## config.mk

```make
export PLATFORM = sky130hd
export DESIGN_NAME = bcd_key_counter
export DESIGN_NICKNAME = d
export VERILOG_FILES = /design/src/rtl/kbd_pkg.sv /design/src/rtl/key_debounce.sv /design/src/rtl/bcd_key_counter.sv
export SDC_FILE = /design/constraint.sdc
export NUM_CORES = 1
export LEC_CHECK = 0
export BUFFER_PORTS_ARGS = -buffer_cell sky130_fd_sc_hd__clkbuf_2
export CAP_MARGIN = 0
export CORE_ASPECT_RATIO = 0.8
export CORE_MARGIN = 4
export CORE_UTILIZATION = 50
export CTS_BUF_LIST = sky130_fd_sc_hd__clkbuf_4 sky130_fd_sc_hd__clkbuf_8 sky130_fd_sc_hd__clkbuf_16
export DETAILED_ROUTE_END_ITERATION = 7
export HOLD_SLACK_MARGIN = 0.06
export PLACE_DENSITY = 0.75
export SLEW_MARGIN = 10
export SYNTH_ARGS = -nofsm -noshare
export SYNTH_HDL_FRONTEND = slang
export SYNTH_SLANG_ARGS = --single-unit
```

## constraint.sdc

```tcl
create_clock -name clk -period 1.92 [get_ports clk]
set_input_delay 0.096 -clock clk [delete_from_list [all_inputs] [get_ports clk]]
set_output_delay 0.096 -clock clk [all_outputs]
set_load 0.01 [all_outputs]
```

## src/rtl/kbd_pkg.sv

```systemverilog
// kbd_pkg: shared constants and types for the push-button BCD counters.
// Holds the BCD digit type, its largest legal value and the default debounce time.
package kbd_pkg;

    typedef logic [3:0] bcd_digit_t;

    localparam bcd_digit_t BCD_MAX = 4'h9;

    // 20 ms of stable key level at a 50 MHz clock.
    localparam int unsigned DEBOUNCE_CYCLES_50MHZ = 1_000_000;

endpackage

```

## src/rtl/key_debounce.sv

```systemverilog
// key_debounce: 2-flop synchroniser, optional stable-level debouncer and rising-edge step pulse.
// Define BCD_KEY_COUNTER_DEBOUNCE_EN to insert the debouncer; otherwise the synchronised key is edge-detected directly.
module key_debounce
    import kbd_pkg::*;
#(
    parameter int unsigned DEBOUNCE_CYCLES = DEBOUNCE_CYCLES_50MHZ
) (
    input  logic clk,
    input  logic rst,
    input  logic key_raw,
    output logic step_p
);

    logic [1:0] sync_q, sync_d;
    logic [1:0] fill_q, fill_d;
    logic       armed_q, armed_d;
    logic       key_s;

    if (DEBOUNCE_CYCLES < 2) begin : g_bad_param
        $error("key_debounce: DEBOUNCE_CYCLES must be at least 2");
    end

    assign key_s = sync_q[1];

    // A key still held when reset releases must be seen low once before it can step.
    always_comb begin
        sync_d  = {sync_q[0], key_raw};
        fill_d  = {fill_q[0], 1'b1};
        armed_d = armed_q | (fill_q[1] & ~key_s);
    end

    // NOTE: state registers use non-blocking assignments so every flop samples pre-edge values.
    always_ff @(posedge clk or posedge rst) begin
        if (rst) begin
            sync_q  <= '0;
            fill_q  <= '0;
            armed_q <= 1'b0;
        end else begin
            sync_q  <= sync_d;
            fill_q  <= fill_d;
            armed_q <= armed_d;
        end
    end

`ifdef BCD_KEY_COUNTER_DEBOUNCE_EN
    localparam int unsigned CNT_W = $clog2(DEBOUNCE_CYCLES);

    logic             stable_q, stable_d;
    logic [CNT_W-1:0] cnt_q, cnt_d;
    logic             flip;

    // The pulse fires in the cycle the stable level rises, so the count moves on the flip edge.
    always_comb begin
        flip     = (key_s != stable_q) && (cnt_q == CNT_W'(DEBOUNCE_CYCLES - 1));
        stable_d = flip ? key_s : stable_q;
        cnt_d    = ((key_s == stable_q) || flip) ? '0 : cnt_q + 1'b1;
        step_p   = flip & key_s & armed_q;
    end

    always_ff @(posedge clk or posedge rst) begin
        if (rst) begin
            stable_q <= 1'b0;
            cnt_q    <= '0;
        end else begin
            stable_q <= stable_d;
            cnt_q    <= cnt_d;
        end
    end
`else
    logic prev_q, prev_d;

    always_comb begin
        prev_d = key_s;
        step_p = key_s & ~prev_q & armed_q;
    end

    always_ff @(posedge clk or posedge rst) begin
        if (rst) begin
            prev_q <= 1'b0;
        end else begin
            prev_q <= prev_d;
        end
    end
`endif

endmodule

```

## src/rtl/bcd_key_counter.sv

```systemverilog
// bcd_key_counter: DIGITS-wide BCD up/down counter stepped by two push-buttons, wrap or saturate at the limits.
// BCD_KEY_COUNTER_DEBOUNCE_EN enables per-key debouncing of DEBOUNCE_CYCLES cycles.
module bcd_key_counter
    import kbd_pkg::*;
#(
    parameter int unsigned DIGITS          = 2,
    parameter int unsigned DEBOUNCE_CYCLES = DEBOUNCE_CYCLES_50MHZ,
    parameter bit          SATURATE        = 1'b0
) (
    input  logic                  clk,
    input  logic                  rst,
    input  logic                  key_up,
    input  logic                  key_down,
    input  logic                  clr,
    input  logic                  en,
    output logic [4*DIGITS-1:0]   cnt_out,
    output logic                  wrap_pulse,
    output logic                  at_max,
    output logic                  at_zero
);

    bcd_digit_t [DIGITS-1:0] cnt_q, cnt_d, inc_val, dec_val;
    logic       [DIGITS:0]   carry, borrow;
    logic                    wrap_q, wrap_d;
    logic                    up_p, down_p;
    logic                    step_up, step_dn;

    if (DIGITS < 1 || DIGITS > 8) begin : g_bad_param
        $error("bcd_key_counter: DIGITS must be in 1..8");
    end

    key_debounce #(.DEBOUNCE_CYCLES(DEBOUNCE_CYCLES)) u_key_up (
        .clk     (clk),
        .rst     (rst),
        .key_raw (key_up),
        .step_p  (up_p)
    );

    key_debounce #(.DEBOUNCE_CYCLES(DEBOUNCE_CYCLES)) u_key_down (
        .clk     (clk),
        .rst     (rst),
        .key_raw (key_down),
        .step_p  (down_p)
    );

    // Ripple carry/borrow chains; their final stages double as the all-nines / all-zero decodes.
    assign carry[0]  = 1'b1;
    assign borrow[0] = 1'b1;

    for (genvar i = 0; i < DIGITS; i++) begin : g_digit
        assign inc_val[i]  = !carry[i]  ? cnt_q[i] :
                             (cnt_q[i] == BCD_MAX) ? bcd_digit_t'(0) : cnt_q[i] + 4'd1;
        assign dec_val[i]  = !borrow[i] ? cnt_q[i] :
                             (cnt_q[i] == 4'h0) ? BCD_MAX : cnt_q[i] - 4'd1;
        assign carry[i+1]  = carry[i]  & (cnt_q[i] == BCD_MAX);
        assign borrow[i+1] = borrow[i] & (cnt_q[i] == 4'h0);
    end

    assign at_max  = carry[DIGITS];
    assign at_zero = borrow[DIGITS];

    // NOTE: every variable gets a default before the priority chain so no latch is inferred.
    always_comb begin
        cnt_d   = cnt_q;
        wrap_d  = 1'b0;
        step_up = en & up_p & ~down_p;
        step_dn = en & down_p & ~up_p;
        if (clr) begin
            cnt_d = '0;
        end else if (step_up) begin
            if (!(SATURATE && at_max)) begin
                cnt_d  = inc_val;
                wrap_d = at_max;
            end
        end else if (step_dn) begin
            if (!(SATURATE && at_zero)) begin
                cnt_d  = dec_val;
                wrap_d = at_zero;
            end
        end
    end

    always_ff @(posedge clk or posedge rst) begin
        if (rst) begin
            cnt_q  <= '0;
            wrap_q <= 1'b0;
        end else begin
            cnt_q  <= cnt_d;
            wrap_q <= wrap_d;
        end
    end

    assign cnt_out    = cnt_q;
    assign wrap_pulse = wrap_q;

endmodule
```

=== Word-level counts from Yosys, hierarchy flattened ===
Index checks and enable logic that the tools add are counted.

* Flip-flop bits (word level): 21
* Bits in latches: 0
* Bits in writable memories: 0
* ROM bits: 0
* Output and inout port bits: 11
* Word-level logic and storage cells: 55
* Memories kept: 0

* Add/sub/neg operators: 4
* Multipliers: 0
* Div/mod/pow operators: 0
* Magnitude comparators: 0
* Equality and inequality tests: 3
* Shift operators: 0
* Multiplexer cells: 12
* Bitwise logic cells: 20
* Reductions and logical operators: 5

{| class="wikitable"
|+ Operator list
! cell !! number
|-
| $mux W4 || 6
|-
| $mux W8 || 3
|-
| $and A1 B1 Y1 || 12
|-
| $add A4 B1 Y4 const B || 2
|-
| $eq A4 B4 Y1 const B || 2
|-
| $logic_not A4 Y1 || 2
|-
| $sub A4 B1 Y4 const B || 2
|-
| $not A1 Y1 || 6
|-
| $reduce_bool A3 Y1 || 2
|-
| $mux W1 || 3
|-
| $ne A3 B3 Y1 const B || 1
|-
| $reduce_and A3 Y1 || 1
|-
| $or A1 B1 Y1 || 2
|}

=== Depth between registers and ports, before layout ===
Gate-level depths: netlist of run 1.

* Depth after elaboration: 8
* Depth in mapped cells: 6
* Depth with buffers taken out: 6

=== By module ===
Synthesis of run 1 repeated with hierarchy kept, for this count alone.

* Cell total of the unflattened synthesis: 117
* Area total of the unflattened synthesis: 1,249.9 µm²

{| class="wikitable"
|+ Modules (own cells, without submodules)
! module !! instances !! cells each !! area each (µm²) !! seq. area each (µm²)
|-
| bcd_key_counter || 1 || 95 || 887.1 || 225.2
|-
| key_debounce || 2 || 11 || 181.4 || 150.1
|}

=== Least setup slack after synthesis of run 1 ===
No wires, ideal clock.

* Path type: flip-flop to flip-flop
* From: register cnt_q, in the netlist cnt_out[0]
* To: register cnt_q, in the netlist cnt_out[4]
* Library setup time: 94 ps
* Arrival time: 1,709 ps
* Required time: 1,826 ps
* Slack: 117 ps
* Stages on the path, launching flop included: 7
* Path buffers: 0
* Path through: dfrtp_1 -> inv_1 -> ha_1 -> or3b_4 -> nor4_4 -> o22ai_1 -> a221oi_2

* Cells in the longest elaborated chain, start to end: 3
* Elaborated cells between the ends (all ways): 5

{| class="wikitable"
|+ Ends and longest elaborated chain
! item !! RTL line !! RTL
|-
| from (decl) || bcd_key_counter.sv:22 || <nowiki>bcd_digit_t [DIGITS-1:0] cnt_q, cnt_d, inc_val, dec_val;</nowiki>
|-
| from (signal assigned) || bcd_key_counter.sv:88 || <nowiki>cnt_q <= cnt_d;</nowiki>
|-
| $eq A4 B4 Y1 or $logic_not A4 Y1 (tied branches) || bcd_key_counter.sv:55, bcd_key_counter.sv:56 ||
|-
| $ne A3 B3 Y1 (no source line) or $reduce_bool A3 Y1 (tied branches) || - ||
|-
| $reduce_and A3 Y1 (no source line) (*) || - ||
|}

Mark *: on every way between the ends. The rest lies on a longest branch, timed or not.
A chain may end at the register's enable or synchronous reset.

=== Worst setup path after layout of run 1 ===
* From: register cnt_q, in the netlist cnt_out[1]
* To: register cnt_q, in the netlist cnt_out[7]

The elaborated chain is that of the path after synthesis.

==> results.cfg, run 1 <==
[power_and_ir_drop]
combinationalPowerShare = 0.281
intPower_mw = 0.618
power.total_mw = 0.912
power.clock.fraction = 0.237
leakage_nw = 0.694
powerDensity_nw_per_um2 = 609
seq_power_share = 0.482
swShare = 0.322
netSwitchingPower_mw = 0.293
worst_ir_drop_vdd_mv = 0.501

[routing]
remaining_antenna_violation_count = 0
vias_per_cell = 6.14
routed_wire_length_per_instance_um = 16.6
drt_iter0_drc = 75
via_count = 1112
remaining_drc_errors = 0
postRouteWirelength_mm = 3.00
drtPass1Iterations = 4

[floorplanning]
floorplan.die.height_um = 52.0
placementRows = 15
top_level_ports = 17
die-width_um = 63.1
floorplan.initialDensity = 0.543
dieArea_um2 = 3280
placeable_core_region_um2 = 2230

[logic_synthesis]
synth_nets = 137
async_reset_ff_frac = 1.00
yosys_warnings = 0
synth_cells = 124
synth_ff_type = dfrtp_1
syn_area_um2 = 1210
synth_area_leaders = dfrtp_1 (39%), ha_1 (7.2%), inv_1 (3.7%)
yosys.cell_types.count = 47
post-synth-top-area-fraction = 0.392
yosysSeqAreaShare = 0.392
synth_largest_area_cell = dfrtp_1
synth.ff_latch_count = 19
mapped_avg_cell_area_um2 = 9.78
synth_enable_flop_cells = 0

[global_routing]
grt_util_all_layers = 0.198
initial_antenna_violation_count = 0
via_count_of_the_first_global_routing_pass = 1035
grt_pass1_wl_mm = 5.01
grt_max_degree = 20
gr-total-overflow = 0

[critical_path]
worstSetupStartpointType = flop
rr_endpoint = cnt_out[7]
cpLargestDelayFamily = simple AND/OR/NAND/NOR gates
worstRegToRegCells = 7
startpoint = cnt_out[1]
worstSetupEndpointType = flop
cp_slowest_stage_delay_ns = 0.42
worst-path-max-fanout = 5
worstReg2RegStart = cnt_out[1]
worstPathRequired_ns = 2.16
setup.worst_path.end = cnt_out[7]
crit_slowest_cell = dfrtp_1
r2r_slack_ns = -0.03
critPathBufInv = 2
critical_path_arrival_ns = 2.19
timing.critical_path.cells = inv_2 > ha_4 > or3b_4 > nor4_4 > buf_4 > o31ai_2 > a31oi_1
critical_path_depth = 7
path_class = flop to flop

[sta]
finalWorstPathRequiredPeriod_ns = 1.95
timing.clock.skew_ns = 0.00617
setup_slack_ns = -0.0286
maxClockFrequency_mhz = 513
slew_headroom = 0.534
tightest_slew_ns = 0.698
maxSlewViolCount = 0
period_share = 1.01
final.hold.worst_slack_ns = 0.0802
hold_violations = 0
unrepaired_setup_endpoints_after_global_routing = true
setup_viol = 4

[cts]
insertion_delay_ns = 0.31
clk_transition_reported_paths_ns = 0.12
ctsLongestPathBuffers = 2
cts_inserted_buffers = 3
cts_tree = yes
clock_sinks = 19
h-tree-depth = 1
ctsRootBufferMaster = clkbuf_4

[cells_and_area]
syn_to_final_growth_pct = 23.4
layout-drive-gt1-share = 0.365
layoutNonFillerInstCount = 181
num-nets-final = 170
n_fill_cell = 177
antenna-diode-count = 0
finish.utilization = 0.670
area.sequential_um2 = 477
area_of_combinational_cells_with_multiple_inputs_um2 = 698

[job]
cap_violations = 0

[outcome]
status = finished, violations left
violations = setup timing

[min_path]
min_path_cells = 2
min_path_type = primary input to flop

[placement]
place.gp.congestion = 0.954
hpwl_mm = 2.18
placedCellCount = 168
port_buffers = 16
## stage by stage
step	setup WS (ns)	setup TNS (ns)	cell area, um2
after floorplan	0.117	0	1210
after global placement	0.206	0	1350
after detailed placement	0.144	0	1350
after CTS	0.0266	0	1420
after global routing	-0.0779	-0.200	1500
final	-0.0286	-0.0729	1500
## kinds of logic after synthesis
family	share of synthesized area
simple gates	0.221
flops	0.392
mux	0.0341
xor+xnor	0.0145
buf+inv	0.0619
other cells	0.00309
fa+ha+maj	0.0722
compound gates	0.201
## synthesized netlist by cell type (2+ instances only)
| cell type | n |
|---|---|
| a211oi_1 | 2 |
| a311oi_1 | 2 |
| ha_1 | 7 |
| nand2_1 | 9 |
| a21oi_1 | 5 |
| nand3_1 | 5 |
| a21o_1 | 2 |
| dfrtp_1 | 19 |
| nor3_1 | 3 |
| mux2i_1 | 3 |
| nor2_1 | 6 |
| o31ai_1 | 2 |
| o21a_1 | 2 |
| or3_1 | 2 |
| a31oi_1 | 2 |
| o21ai_0 | 2 |
| clkbuf_1 | 3 |
| and3b_1 | 2 |
| o21bai_1 | 2 |
| nor4_4 | 2 |
| inv_1 | 12 |
| a31o_2 | 2 |
| nand3b_1 | 4 |
## sequential cells by signal, indices dropped and copies added, names as in the netlist
register            count
wrap_pulse              1
u_key_up.sync_q         2
u_key_down.prev_q       1
u_key_up.armed_q        1
u_key_down.armed_q      1
cnt_out                 8
u_key_down.fill_q       2
u_key_up.prev_q         1
u_key_down.sync_q       2
## cell type report
class / instances / share of cell area
well taps: 25 / 0.0209
clock inverters: 1 / 0.00502
inverters: 12 / 0.0301
repair buffers: 33 / 0.144
clock buffers: 3 / 0.0151
flip-flops and latches: 19 / 0.319
multi-input cells: 88 / 0.467
## layer usage
layer	track usage	vias up	wire (um)
met3	0.0518	7	249
met2	0.331	52	1410
met1	0.260	540	1290
met4	0.0366	0	48
li1	-	513	-
met5	0	-	0
## worst min-delay path by stage
stage          startpoint            endpoint
6_report              clr          cnt_out[4]
5_1_grt               clr          cnt_out[4]
4_1_cts               clr          cnt_out[4]
3_5_place_dp       key_up  u_key_up.sync_q[0]
3_3_place_gp       key_up  u_key_up.sync_q[0]
2_1_floorplan         rst          cnt_out[0]
## power by group through the flow
stage | combinational [mW] | sequential, mW | clock [mW]
floorplan | 0.147 | 0.448 | 0
global placement | 0.215 | 0.444 | 0
detailed placement | 0.220 | 0.446 | 0
CTS | 0.230 | 0.439 | 0.218
global route | 0.279 | 0.443 | 0.244
finish | 0.256 | 0.440 | 0.216
## worst reg2reg max path: stages (launching register included)
cell     delay, ns
dfrtp_1       0.42
inv_2         0.11
ha_4          0.15
or3b_4        0.42
nor4_4        0.38
buf_4         0.18
o31ai_2       0.06
a31oi_1       0.16
## layout by cell type (no fill, tap or decap), drive strengths merged, types with 3 or more instances in the layout
cell type / count
clkbuf: 19
ha: 7
nor3: 3
mux2i: 3
inv: 12
dfrtp: 19
a21oi: 5
nand3b: 4
nor4: 3
dlygate4sd3: 3
buf: 14
nor2: 6
nand3: 5
nand2: 9
## what timing repair did
action,in CTS,in global routing
setup endpoints to repair,1,3
cloned,0,0
endpoints found under the hold margin,21,0
hold buffers,3,0
resized for setup,2,11
buffers inserted,0,6
pin swaps,0,6
(Power assumes the default switching activity.)
==> run 2: changes to the inputs <==
--- a/config.mk
+++ b/config.mk
@@ -7,13 +7,15 @@
 export LEC_CHECK = 0
 export BUFFER_PORTS_ARGS = -buffer_cell sky130_fd_sc_hd__clkbuf_2
 export CAP_MARGIN = 0
+export CELL_PAD_IN_SITES_DETAIL_PLACEMENT = 1
+export CELL_PAD_IN_SITES_GLOBAL_PLACEMENT = 1
 export CORE_ASPECT_RATIO = 0.8
 export CORE_MARGIN = 4
-export CORE_UTILIZATION = 50
+export CORE_UTILIZATION = 43
 export CTS_BUF_LIST = sky130_fd_sc_hd__clkbuf_4 sky130_fd_sc_hd__clkbuf_8 sky130_fd_sc_hd__clkbuf_16
 export DETAILED_ROUTE_END_ITERATION = 7
 export HOLD_SLACK_MARGIN = 0.06
-export PLACE_DENSITY = 0.75
+export PLACE_DENSITY = 0.82
 export SLEW_MARGIN = 10
 export SYNTH_ARGS = -nofsm -noshare
 export SYNTH_HDL_FRONTEND = slang
==> run 2 against run 1 <==
- the flow now finishes without violations
- combinational power shrank 8.2%
- largest cell class unchanged
- critical endpoint is now cnt_out[5]
- sequential cell count is the same
- critical path depth shrank 1
==> results.cfg, run 2 (synthesis gave the netlist of run 1 again) <==
[critical_path]
critical_path_arrival_ns = 2.06
worstSetupStartpointType = flop
cpLargestDelayFamily = simple AND/OR/NAND/NOR gates
critical_path_depth = 6
worstRegToRegCells = 6
timing.critical_path.cells = inv_1 > ha_2 > or3b_4 > nor4_4 > nor4_1 > a211oi_1
cp_slowest_stage_delay_ns = 0.43
worst-path-max-fanout = 5
worstSetupEndpointType = flop
path_class = flop to flop
critPathBufInv = 1
crit_slowest_cell = dfrtp_1
worstPathRequired_ns = 2.11

[power_and_ir_drop]
seq_power_share = 0.495
worst_ir_drop_vdd_mv = 0.583
netSwitchingPower_mw = 0.284
intPower_mw = 0.601
swShare = 0.321
combinationalPowerShare = 0.265
power.clock.fraction = 0.240
leakage_nw = 0.663
powerDensity_nw_per_um2 = 617

[sta]
setup_viol = 0
hold_violations = 0
final.hold.worst_slack_ns = 0.0884
tightest_slew_ns = 0.720
timing.clock.skew_ns = 0.0138
maxClockFrequency_mhz = 535
unrepaired_setup_endpoints_after_global_routing = true
finalWorstPathRequiredPeriod_ns = 1.87
maxSlewViolCount = 0
period_share = 0.974
slew_headroom = 0.520

[floorplanning]
dieArea_um2 = 3740
floorplan.initialDensity = 0.473
placeable_core_region_um2 = 2560
floorplan.die.height_um = 55.5
top_level_ports = 17
die-width_um = 67.4
placementRows = 16

[cells_and_area]
antenna-diode-count = 0
largest_reg_flops = 8
area_of_combinational_cells_with_multiple_inputs_um2 = 676
layoutNonFillerInstCount = 185
layout_common_cells = dfrtp_1 (19), clkbuf_2 (16), inv_1 (9), nand2_1 (9), buf_4 (7)
area.sequential_um2 = 475
layout-drive-gt1-share = 0.302
num-nets-final = 163
syn_to_final_growth_pct = 18.3
stdcell_area_um2 = 1430
most_common_cell_after_layout_fill_and_taps_aside = dfrtp_1
n_fill_cell = 309

[global_routing]
via_count_of_the_first_global_routing_pass = 1079
gr-total-overflow = 0
grt_pass1_wl_mm = 5.22
grt_max_degree = 20
grt_util_all_layers = 0.182
initial_antenna_violation_count = 0

[cts]
clock_sinks = 19
ctsLongestPathBuffers = 2
cts_tree = yes
h-tree-depth = 1
clk_transition_reported_paths_ns = 0.12
post_cts.repair.setup_buffers = 0
insertion_delay_ns = 0.31
cts_inserted_buffers = 3
ctsRootBufferMaster = clkbuf_4

[job]
cap_violations = 0

[routing]
drt_iter0_drc = 30
routed_wire_length_per_instance_um = 16.3
vias_per_cell = 5.53
postRouteWirelength_mm = 3.02
via_count = 1023
remaining_antenna_violation_count = 0
drtPass1Iterations = 4
remaining_drc_errors = 0

[placement]
port_buffers = 16
hpwl_mm = 2.39
placed_cell_area_um2 = 1360
place.gp.congestion = 0.846
placedCellCount = 178

[min_path]
min_path_type = primary input to flop
min_path_cells = 2

[outcome]
status = completed
-- run 2: metrics by stage --
step / power (mW) / util / setup slack (ns) / TNS [ns]
floorplan: 0.595 / - / 0.117 / 0
global placement: 0.660 / 0.531 / 0.211 / 0
detailed placement: 0.670 / 0.531 / 0.121 / 0
CTS: 0.889 / 0.554 / 0.00179 / 0
global route: 0.949 / 0.560 / -0.0363 / -0.0532
finish: 0.885 / 0.560 / 0.0492 / 0
-- run 2: final cells by class --
cell class | count | area share
multi-input cells | 88 | 0.471
repair buffers | 26 | 0.113
clock buffers | 3 | 0.0157
well taps | 36 | 0.0314
inverters | 12 | 0.0314
flip-flops and latches | 19 | 0.332
clock inverters | 1 | 0.00524
-- run 2: final timing paths --
| check | start | end | slack (ns) |
|---|---|---|---|
| max | cnt_out[0] | cnt_out[5] | 0.05 |
| min | clr | cnt_out[4] | 0.09 |
| max reg2reg | cnt_out[0] | cnt_out[5] | 0.05 |
| min reg2reg | u_key_up.sync_q[0] | u_key_up.sync_q[1] | 0.36 |
| max in group asynchronous | rst | u_key_down.fill_q[1] | 1.03 |
| min in group asynchronous | rst | cnt_out[6] | 0.43 |
-- run 2: what timing repair did --
action                                  CTS  global route
endpoints found under the setup margin    0             3
resized for setup                         0             7
hold buffers                              3             0
endpoints found under the hold margin    21             0
-- run 2: per-layer routing --
| metal | vias up | share of wire | track usage |
|---|---|---|---|
| met5 | - | 0 | 0 |
| met4 | 0 | 0.0076 | 0.0347 |
| met3 | 4 | 0.030 | 0.0487 |
| met2 | 17 | 0.48 | 0.287 |
| met1 | 505 | 0.48 | 0.249 |
| li1 | 497 | - | - |
-- run 2: power groups by stage --
stage,clock network (mW),logic (mW),registers (mW)
6_report,0.212,0.235,0.438
5_1_grt,0.248,0.259,0.442
4_1_cts,0.221,0.231,0.437
3_5_place_dp,0,0.225,0.445
3_3_place_gp,0,0.216,0.444
2_1_floorplan,0,0.147,0.448
==> run 3: changes to the inputs <==
==> constraint.sdc (replaced) <==
create_clock -name clk -period 1.92 [get_ports clk]
set_input_delay 0.096 -clock clk [delete_from_list [all_inputs] [get_ports clk]]
set_output_delay 0.096 -clock clk [all_outputs]
set_load 0.05 [all_outputs]
==> run 3 against run 2 <==
- the flow now finishes with violations (setup timing)
- die area unchanged
- global-route usage grew 3.0 points
- clock-buffer cell count did not move
- core utilization is 2.9 points higher
- total power is 13% higher
- critical endpoint unchanged
- largest power group unchanged
- highest routed layer unchanged
==> results.cfg, run 3 (synthesis gave the netlist of run 1 again) <==
[outcome]
status = finished, violations left
violations = setup timing

[floorplanning]
placementRows = 16
dieArea_um2 = 3740
floorplan.initialDensity = 0.473
floorplan.die.height_um = 55.5
top_level_ports = 17
placeable_core_region_um2 = 2560
die-width_um = 67.4

[critical_path]
worstSetupStartpointType = flop
r2r_slack_ns = -0.08
path_class = flop to flop
rr_endpoint = cnt_out[5]
worstReg2RegStart = cnt_out[1]
worstPathRequired_ns = 2.14
worstRegToRegCells = 6
worstSetupEndpointType = flop
worst-path-max-fanout = 4
critical_path_arrival_ns = 2.21

[cts]
ctsLongestPathBuffers = 2
clk_transition_reported_paths_ns = 0.13
insertion_delay_ns = 0.32
clock_sinks = 19
ctsRootBufferMaster = clkbuf_4
h-tree-depth = 1
cts_tree = yes
cts_inserted_buffers = 3

[min_path]
worstHoldEndpoint = cnt_out[4]
min_path_cells = 2
hold_path_startpoint = clr
min_path_type = primary input to flop

[cells_and_area]
most_common_cell_after_layout_fill_and_taps_aside = dfrtp_1
layout-drive-gt1-share = 0.362
syn_to_final_growth_pct = 24.5
antenna-diode-count = 0
n_fill_cell = 310
num-nets-final = 166
largest_reg_flops = 8
layoutNonFillerInstCount = 188
layout_common_cells = dfrtp_1 (15), clkbuf_2 (14), buf_4 (10)

[sta]
maxClockFrequency_mhz = 500
finalSetupTns_ns = -0.111
unrepaired_setup_endpoints_after_global_routing = true
slew_headroom = 0.507
tightest_slew_ns = 0.739
final.hold.worst_slack_ns = 0.0733
setup_viol = 4
finalWorstPathRequiredPeriod_ns = 2.00
hold_violations = 0
maxSlewViolCount = 0
setup_slack_ns = -0.0785
period_share = 1.04
timing.clock.skew_ns = 0.0162

[global_routing]
initial_antenna_violation_count = 0
via_count_of_the_first_global_routing_pass = 1114
met1_usage = 0.312
grt_max_degree = 20
globalRouteMet2Util = 0.305
gr-total-overflow = 0
grt.met3_usage = 0.0568
grt_pass1_wl_mm = 5.98
grt_util_all_layers = 0.212
globalRoute.busiestLayer = met1

[placement]
hpwl_mm = 2.69
port_buffers = 16
place.gp.congestion = 0.879
placedCellCount = 176
placement.setup.worst_slack_ns = 0.0665

[routing]
drtPass1Iterations = 4
drt_iter0_drc = 70
remaining_drc_errors = 0
remaining_antenna_violation_count = 0
via_count = 1137
routed_wire_length_per_instance_um = 21.3
postRouteWirelength_mm = 4.01
vias_per_cell = 6.05

[power_and_ir_drop]
power.total_mw = 1.00
powerDensity_nw_per_um2 = 665
worst_ir_drop_vdd_mv = 0.476
leakage_nw = 0.684

[job]
cap_violations = 0
## run 3: metrics by stage
stage                     utilization  area (um2)
final                           0.589        1510
after global routing            0.589        1510
after CTS                       0.568        1460
after detailed placement        0.533        1370
after global placement          0.533        1370
after floorplan                     -        1230
## run 3: cell type report
cell class	count	area, um2	share of cell area
Clock buffer	3	22.5	0.0149
Inverter	12	45.0	0.0299
Multi-Input combinational cell	88	711	0.471
Tap cell	36	45.0	0.0299
Sequential cell	19	480	0.318
Clock inverter	1	5.00	0.00332
Timing Repair Buffer	29	200	0.133
## run 3: power breakdown
group          internal (mW)  switching (mW)
Clock                 0.0782           0.142
Sequential             0.420          0.0233
Combinational          0.131           0.208
## run 3: repair_timing
action | in CTS | in global routing
hold buffers | 3 | 0
endpoints found under the setup margin | 2 | 4
cloned | 0 | 0
pin swaps | 0 | 4
gates resized for setup | 7 | 7
setup buffers | 1 | 4
hold endpoints to repair | 21 | 0
## run 3: worst max-delay path: stages, from the launching register on
cell	delay, ns
dfrtp_2	0.44
inv_2	0.10
ha_4	0.15
or3b_4	0.43
nor4_4	0.37
nor4_1	0.10
a211oi_1	0.31
## run 3: layer usage
metal | share of wire | up-vias
met5 | 0 | -
met4 | 0.028 | 0
met3 | 0.068 | 14
met2 | 0.46 | 49
met1 | 0.44 | 570
li1 | - | 504
## run 3: how the worst max path moves through the flow
stage / start / end / slack [ns]
2_1_floorplan: cnt_out[4] / wrap_pulse / 0.01
3_3_place_gp: cnt_out[0] / cnt_out[4] / 0.16
3_5_place_dp: cnt_out[0] / cnt_out[4] / 0.07
4_1_cts: cnt_out[0] / at_zero / 0.003
5_1_grt: cnt_out[1] / cnt_out[5] / -0.14
6_report: cnt_out[1] / cnt_out[5] / -0.08
